File: src/rtl/seq_store.sv
// seq_store: in-order result buffer between the sequence FSM and the display.
// Accepted FSM words are stored in order. Errors and overflows are latched in
// sticky flags. A step-through read port drives the seven-segment NUMBER input.
//
// Ports:
//   clk      - system clock, rising edge
//   reset    - synchronous active-high reset
//   clear    - synchronous clear pulse, same effect as reset
//   wr_valid - one-cycle result strobe from the FSM
//   wr_err   - FSM error flag, qualified by wr_valid
//   wr_data  - FSM result word, qualified by wr_valid
//   rd_next  - one-cycle advance pulse for the read pointer
//   rd_data  - registered word at the current read pointer
//   rd_index - current read pointer
//   count    - number of stored words, 0..DEPTH
//   full     - count == DEPTH (combinational)
//   empty    - count == 0 (combinational)
//   err_out  - sticky flags: [0] FSM error reported, [1] overflow
module seq_store #(
    parameter int unsigned DEPTH = 10,
    parameter int unsigned WIDTH = 32,
    parameter int unsigned PTR_W = 4
) (
    input  logic             clk,
    input  logic             reset,
    input  logic             clear,
    input  logic             wr_valid,
    input  logic             wr_err,
    input  logic [WIDTH-1:0] wr_data,
    input  logic             rd_next,
    output logic [WIDTH-1:0] rd_data,
    output logic [PTR_W-1:0] rd_index,
    output logic [PTR_W-1:0] count,
    output logic             full,
    output logic             empty,
    output logic [1:0]       err_out
);

    logic [WIDTH-1:0] r_mem [0:DEPTH-1];
    logic [PTR_W-1:0] r_wr_ptr;
    logic [PTR_W-1:0] r_rd_index;
    logic [PTR_W-1:0] r_count;
    logic [1:0]       r_err;
    logic [WIDTH-1:0] r_rd_data;

    logic             w_full;
    logic             w_empty;
    logic             w_do_write;
    logic             w_rd_last;

    assign w_full     = (r_count == PTR_W'(DEPTH));
    assign w_empty    = (r_count == '0);
    assign w_do_write = wr_valid && !wr_err && !w_full;
    // Wrap is decided on the count seen before any same-cycle write.
    assign w_rd_last  = (r_rd_index == (r_count - PTR_W'(1)));

    // Storage, pointers and sticky flags.
    always_ff @(posedge clk) begin
        if (reset || clear) begin
            for (int i = 0; i < int'(DEPTH); i++) begin
                r_mem[i] <= '0;
            end
            r_wr_ptr   <= '0;
            r_rd_index <= '0;
            r_count    <= '0;
            r_err      <= 2'b00;
        end else begin
            if (wr_valid) begin
                if (wr_err) begin
                    r_err[0] <= 1'b1;
                end else if (w_full) begin
                    r_err[1] <= 1'b1;
                end
            end
            if (w_do_write) begin
                r_mem[r_wr_ptr] <= wr_data;
                r_wr_ptr        <= r_wr_ptr + PTR_W'(1);
                r_count         <= r_count + PTR_W'(1);
            end
            if (rd_next && !w_empty) begin
                r_rd_index <= w_rd_last ? '0 : r_rd_index + PTR_W'(1);
            end
        end
    end

    // Display word follows memory one cycle behind pointer and writes; a clear
    // therefore shows zero one cycle after the clear edge.
    always_ff @(posedge clk) begin
        if (reset) begin
            r_rd_data <= '0;
        end else begin
            r_rd_data <= r_mem[r_rd_index];
        end
    end

    assign rd_data  = r_rd_data;
    assign rd_index = r_rd_index;
    assign count    = r_count;
    assign full     = w_full;
    assign empty    = w_empty;
    assign err_out  = r_err;

endmodule
File: config.mk
export PLATFORM = sky130hd
export DESIGN_NAME = seq_store
export DESIGN_NICKNAME = d
export VERILOG_FILES = /design/src/rtl/seq_store.sv
export SDC_FILE = /design/constraint.sdc
export NUM_CORES = 1
export LEC_CHECK = 0
export ABC_AREA = 1
export BUFFER_PORTS_ARGS = -buffer_cell sky130_fd_sc_hd__buf_2
export CORE_ASPECT_RATIO = 0.6
export CORE_MARGIN = 2
export CORE_UTILIZATION = 50
export CTS_BUF_LIST = sky130_fd_sc_hd__clkbuf_4 sky130_fd_sc_hd__clkbuf_8
export DETAILED_ROUTE_END_ITERATION = 12
export PLACE_DENSITY = 0.66
export SYNTH_ARGS = -nofsm -noshare
export SYNTH_HDL_FRONTEND = slang
export SYNTH_SLANG_ARGS = --single-unit
export TNS_END_PERCENT = 1
File: constraint.sdc
create_clock -name clk -period 15.99 [get_ports clk]
set_input_delay 4.797 -clock clk [delete_from_list [all_inputs] [get_ports clk]]
set_output_delay 4.797 -clock clk [all_outputs]
set_load 0.05 [all_outputs]
# Word-level counts from Yosys, hierarchy flattened
# Memory sizes are Yosys's and may differ from the RTL's. A register that Yosys moved wholly into a read port is not among the register bits.
# Cells that the tools add are included.
[op_classes]
n_addsub = 4
eq_ne = 2
mux = 9
bitwise_logic = 1
n_reduce_logical = 11
[ops]
columns = ["operator", "n"]
rows = [
  ["$mux W32", 1],
  ["$reduce_or A32 Y1", 1],
  ["$add A4 B1 Y4 const B", 3],
  ["$mux W4", 2],
  ["$mux W1", 6],
  ["$eq A4 B4 Y1", 1],
  ["$eq A4 B4 Y1 const B", 1],
  ["$logic_not A4 Y1", 1],
  ["$sub A4 B1 Y4 const B", 1],
  ["$logic_and A1 B1 Y1", 3],
  ["$logic_not A1 Y1", 3],
  ["$reduce_and A3 Y1", 1],
  ["$reduce_and A2 Y1", 1],
  ["$logic_or A1 B1 Y1", 1],
  ["$not A1 Y1", 1],
]
[word_totals]
regBits = 14
mem_bits_rw = 320
inputBits = 38
output_inout_bits = 44
elab_cells = 33
mem_count = 1
[mem_list]
columns = ["memory", "depth", "width", "read_ports", "rd_clocked_by_memory_dff", "wr", "line_no", "rtl"]
rows = [
  ["r_mem", 10, 32, 1, 1, 10, "39", "logic [WIDTH-1:0] r_mem [0:DEPTH-1];"],
]

# Longest topological paths before layout
[logic_depth]
word_depth = 8
ltp_mapped = 10
depth_no_buf = 9

# Worst setup path before layout
# Ideal clock, no wire load.
[synth_timing]
path_type = "input to register"
start = "input reset"
end = "memory r_mem[11][0] (enable)"
setup_ps = 461
arrival_ps = 7848
required_ps = 15529
setup_slack_ps = 7680
cell_stages = 8
path_buffers = 3
path_cell_list = "buf_6 -> nor2_8 -> inv_2 -> nor2_8 -> buf_4 -> buf_4 -> inv_1 -> nor3_1"
[synth_lines]
columns = ["item", "line_no", "rtl"]
rows = [
  ["start: declaration", "25", "input logic reset,"],
  ["end: declaration", "39", ""],
]

==> results_dict.tcl <==
set metrics [dict create \
    yosys.cell_count.top_type "sky130_fd_sc_hd__nand2_1" \
    ys_ff_latch 558 \
    worst_setup_hold_path_clk_slew_ns 0.08 \
    die_height_um 176 \
    antenna_found_initial 0 \
    synth_top_flop_cell "sky130_fd_sc_hd__edfxtp_1" \
    clkSinkCount 558 \
    netlist_instances 2580 \
    groute.usage.overall_pct 24.2 \
    numCtsBuffers 82 \
    crit_path_start "reset" \
    power.total_uw 2970 \
    timing.critical_path.fanout_max 40 \
    finalCriticalPeriod_ns 8.24 \
    critical_path.max_stage_delay_ns 0.75 \
    p_leak_uw 0.0117 \
    insertion_delay_ns 0.65 \
    ys.warnings.count 0 \
    synth.net_count 2624 \
    timing.critical_path.slowest_stage_cell "sky130_fd_sc_hd__nand2_1" \
    fin_util_pct 55.6 \
    grt_start_max_net_pins 194 \
    outcome "complete, no violations" \
    max-vdd-ir-drop_v 0.000111 \
    drt_first_pass_iters 6 \
    post_drt_antenna_nets 0 \
    grt_first_pass_wirelength_um 95100 \
    report.final.setup_viol 0 \
    data_required_time_of_the_worst_path_ns 16.29 \
    setup_slack_ns 7.75 \
    cts_tree "yes" \
    timing.setup.tns_ns 0 \
    critPathLaunchType "primary input" \
    number_of_library_cell_types_mapped_by_synthesis 27 \
    design.core.area_sq_um 49100 \
    path_cells "buf_2, buf_4, nor2_8, inv_2, nor2_8, nand2_4, nor2_4, nand3_2, nand2_1, buf_4" \
    cts_setup_buffers 0 \
    ios 82 \
    worst_slew_margin_rel_pct 27.0 \
    drt_iter0_markers 1875 \
    post_drt_via_cell_ratio 5.29 \
    power.density_nw_per_um2 109 \
    synth.largest_area_cell "sky130_fd_sc_hd__edfxtp_1" \
    preCtsSetupSlack_ns 7.14 \
    yosysSeqAreaShare_pct 65.9 \
    syn2layout_area_growth_pct 10.4 \
    synthTopCellsByCount "824 x sky130_fd_sc_hd__nand2_1, 512 x sky130_fd_sc_hd__edfxtp_1, 328 x sky130_fd_sc_hd__nand3_1, 326 x sky130_fd_sc_hd__inv_1, 304 x sky130_fd_sc_hd__nor2_1" \
    worst-slew-pin-transition_ns 1.10 \
    cts.htree.levels 3 \
    synth_enable_flop_cells 512 \
    synth_largest_type_area_fraction_pct 62.2 \
    fraction_of_layout_instances_using_a_drive_strength_above_1_pct 11.2 \
    post_cts_resize_count 0 \
    max_cap_viol_count 0 \
    final.hold.worst_slack_ns 0.484 \
    crit-reg2reg-launch "count[0]" \
    worst_hold_path_startpoint "err_out[1]" \
    rows 63 \
    initial_core_util_pct 50.4 \
    worst_min_delay_path_category "reg -> reg" \
    drc_errors 0 \
    nNetsFinal 2671 \
    final_min_period_over_clock_period_pct 51.6 \
    detail_routed_net_length_per_standard_cell_um 18.5 \
    asyncSetResetFlopFracSynth_pct 0 \
    die_x_um 291 \
    dp_hpwl_um 35100 \
    cts_max_path_buffers 3 \
    achievable-frequency_mhz 121 \
    totalWireLength_um 61700 \
    number_of_global_route_vias_before_repair 17000 \
    worstSetupPathType "in -> reg" \
    grt_setup_unrepaired "no" \
    gpl.final_weighted_congestion 0.837 \
    cts-hold-fix-buffers 0 \
    synthTopCellsByArea "sky130_fd_sc_hd__edfxtp_1 62%, sky130_fd_sc_hd__nand2_1 13%, sky130_fd_sc_hd__nand3_1 6.6%, sky130_fd_sc_hd__inv_1 4.9%, sky130_fd_sc_hd__nor2_1 4.6%" \
    floorplan.die_area_sq_um 51300 \
    clockRootBuffer "sky130_fd_sc_hd__clkbuf_8" \
    synth.avg_cell_area_sq_um 9.58 \
    vias 17700 \
    timing.critical_path.arrival_ns 8.54 \
    timing.final.max_slew_violations 0 \
    worst_setup_path_end_kind "flip-flop" \
    timing.clock.skew_ns 0.0251 \
    gr-total-overflow 0 \
    antenna_fix_cells 0 \
    timing.final.hold_violations 0 \
    numPortBuffers 81 \
    synthesis.area_sq_um 24700 \
]
worst paths after layout:
path	endpoint	slack [ns]	cells past startpoint
worst max-delay path	r_mem[8][7]	7.75	10
worst min register to register	err_out[1]	0.48	2
worst max register to register	r_mem[8][7]	11.76	10
worst min-delay path	err_out[1]	0.48	2
flip-flops by register name (all words and copies together), names as in the netlist:
name / count
count: 4
err_out: 2
r_mem: 512
r_wr_ptr: 4
rd_data: 32
rd_index: 4
stage by stage:
stage | cells | cell area, sq um
after global placement | 3193 | 25600
after global routing | 3342 | 27300
after CTS | 3342 | 27300
final | 3342 | 27300
after floorplan | 2580 | 24700
after detailed placement | 3193 | 25600
logic make-up after synthesis:
| group | synth area share (%) |
|---|---|
| simple gates | 25.0 |
| buf+inv | 7.71 |
| flops | 65.9 |
| compound gates | 0.896 |
| fa+ha+maj | 0.304 |
| xor+xnor | 0.213 |
critical path, delay by kind of cell:
kind          cells  cell delay, ns
simple gates      6            2.72
buf+inv           4            0.96
cells in the final DEF, fill, tap and decap left out:
cell type and count:
sky130_fd_sc_hd__nand3_2 2, sky130_fd_sc_hd__inv_4 1, sky130_fd_sc_hd__nor3_1 1, sky130_fd_sc_hd__buf_12 1, sky130_fd_sc_hd__edfxtp_1 512, sky130_fd_sc_hd__nand2_2 20
sky130_fd_sc_hd__inv_6 3, sky130_fd_sc_hd__buf_4 25, sky130_fd_sc_hd__xnor2_1 1, sky130_fd_sc_hd__clkinv_1 4, sky130_fd_sc_hd__nand4_1 1, sky130_fd_sc_hd__clkinvlp_4 2
sky130_fd_sc_hd__dfxtp_2 2, sky130_fd_sc_hd__ha_1 6, sky130_fd_sc_hd__dfxtp_1 42, sky130_fd_sc_hd__nor2_4 6, sky130_fd_sc_hd__nor2_8 3, sky130_fd_sc_hd__clkbuf_4 31
sky130_fd_sc_hd__o22ai_1 1, sky130_fd_sc_hd__inv_1 324, sky130_fd_sc_hd__nand3_1 328, sky130_fd_sc_hd__nand2_1 822, sky130_fd_sc_hd__nor2_1 300, sky130_fd_sc_hd__bufinv_16 2
sky130_fd_sc_hd__inv_2 3, sky130_fd_sc_hd__nand2_4 4, sky130_fd_sc_hd__nor3_2 3, sky130_fd_sc_hd__xor2_1 5, sky130_fd_sc_hd__o21ai_0 8, sky130_fd_sc_hd__inv_8 1
sky130_fd_sc_hd__nor2_2 2, sky130_fd_sc_hd__dfxtp_4 2, sky130_fd_sc_hd__clkbuf_8 98, sky130_fd_sc_hd__clkinv_2 10, sky130_fd_sc_hd__a21oi_1 35, sky130_fd_sc_hd__buf_2 81
area by class of cell:
| type | instances | area (sq um) |
|---|---|---|
| Clock buffer | 129 | 1580 |
| Sequential cell | 558 | 16300 |
| Clock inverter | 20 | 163 |
| Inverter | 330 | 1250 |
| Multi-Input combinational cell | 1548 | 6570 |
| Timing Repair Buffer | 107 | 613 |
| Tap cell | 650 | 813 |
| Fill cell | 4178 | 21800 |
routing by layer:
| layer | wire length, um | track usage [%] | vias up | part of all wire [%] |
|---|---|---|---|---|
| li1 | - | - | 8346 | - |
| met1 | 26000 | 33.0 | 8467 | 42 |
| met2 | 29100 | 39.6 | 728 | 47 |
| met3 | 4750 | 4.20 | 128 | 7.7 |
| met4 | 1750 | 7.99 | 0 | 2.8 |
| met5 | 0 | 0 | - | 0 |
report_power, final:
part / internal (uW) / switching [uW] / leakage, uW
registers: 1620 / 11.5 / 0.00588
logic: 26.6 / 85.3 / 0.00489
clock network: 664 / 556 / 0.000933
Note: power is estimated with default switching activity, not from simulation.
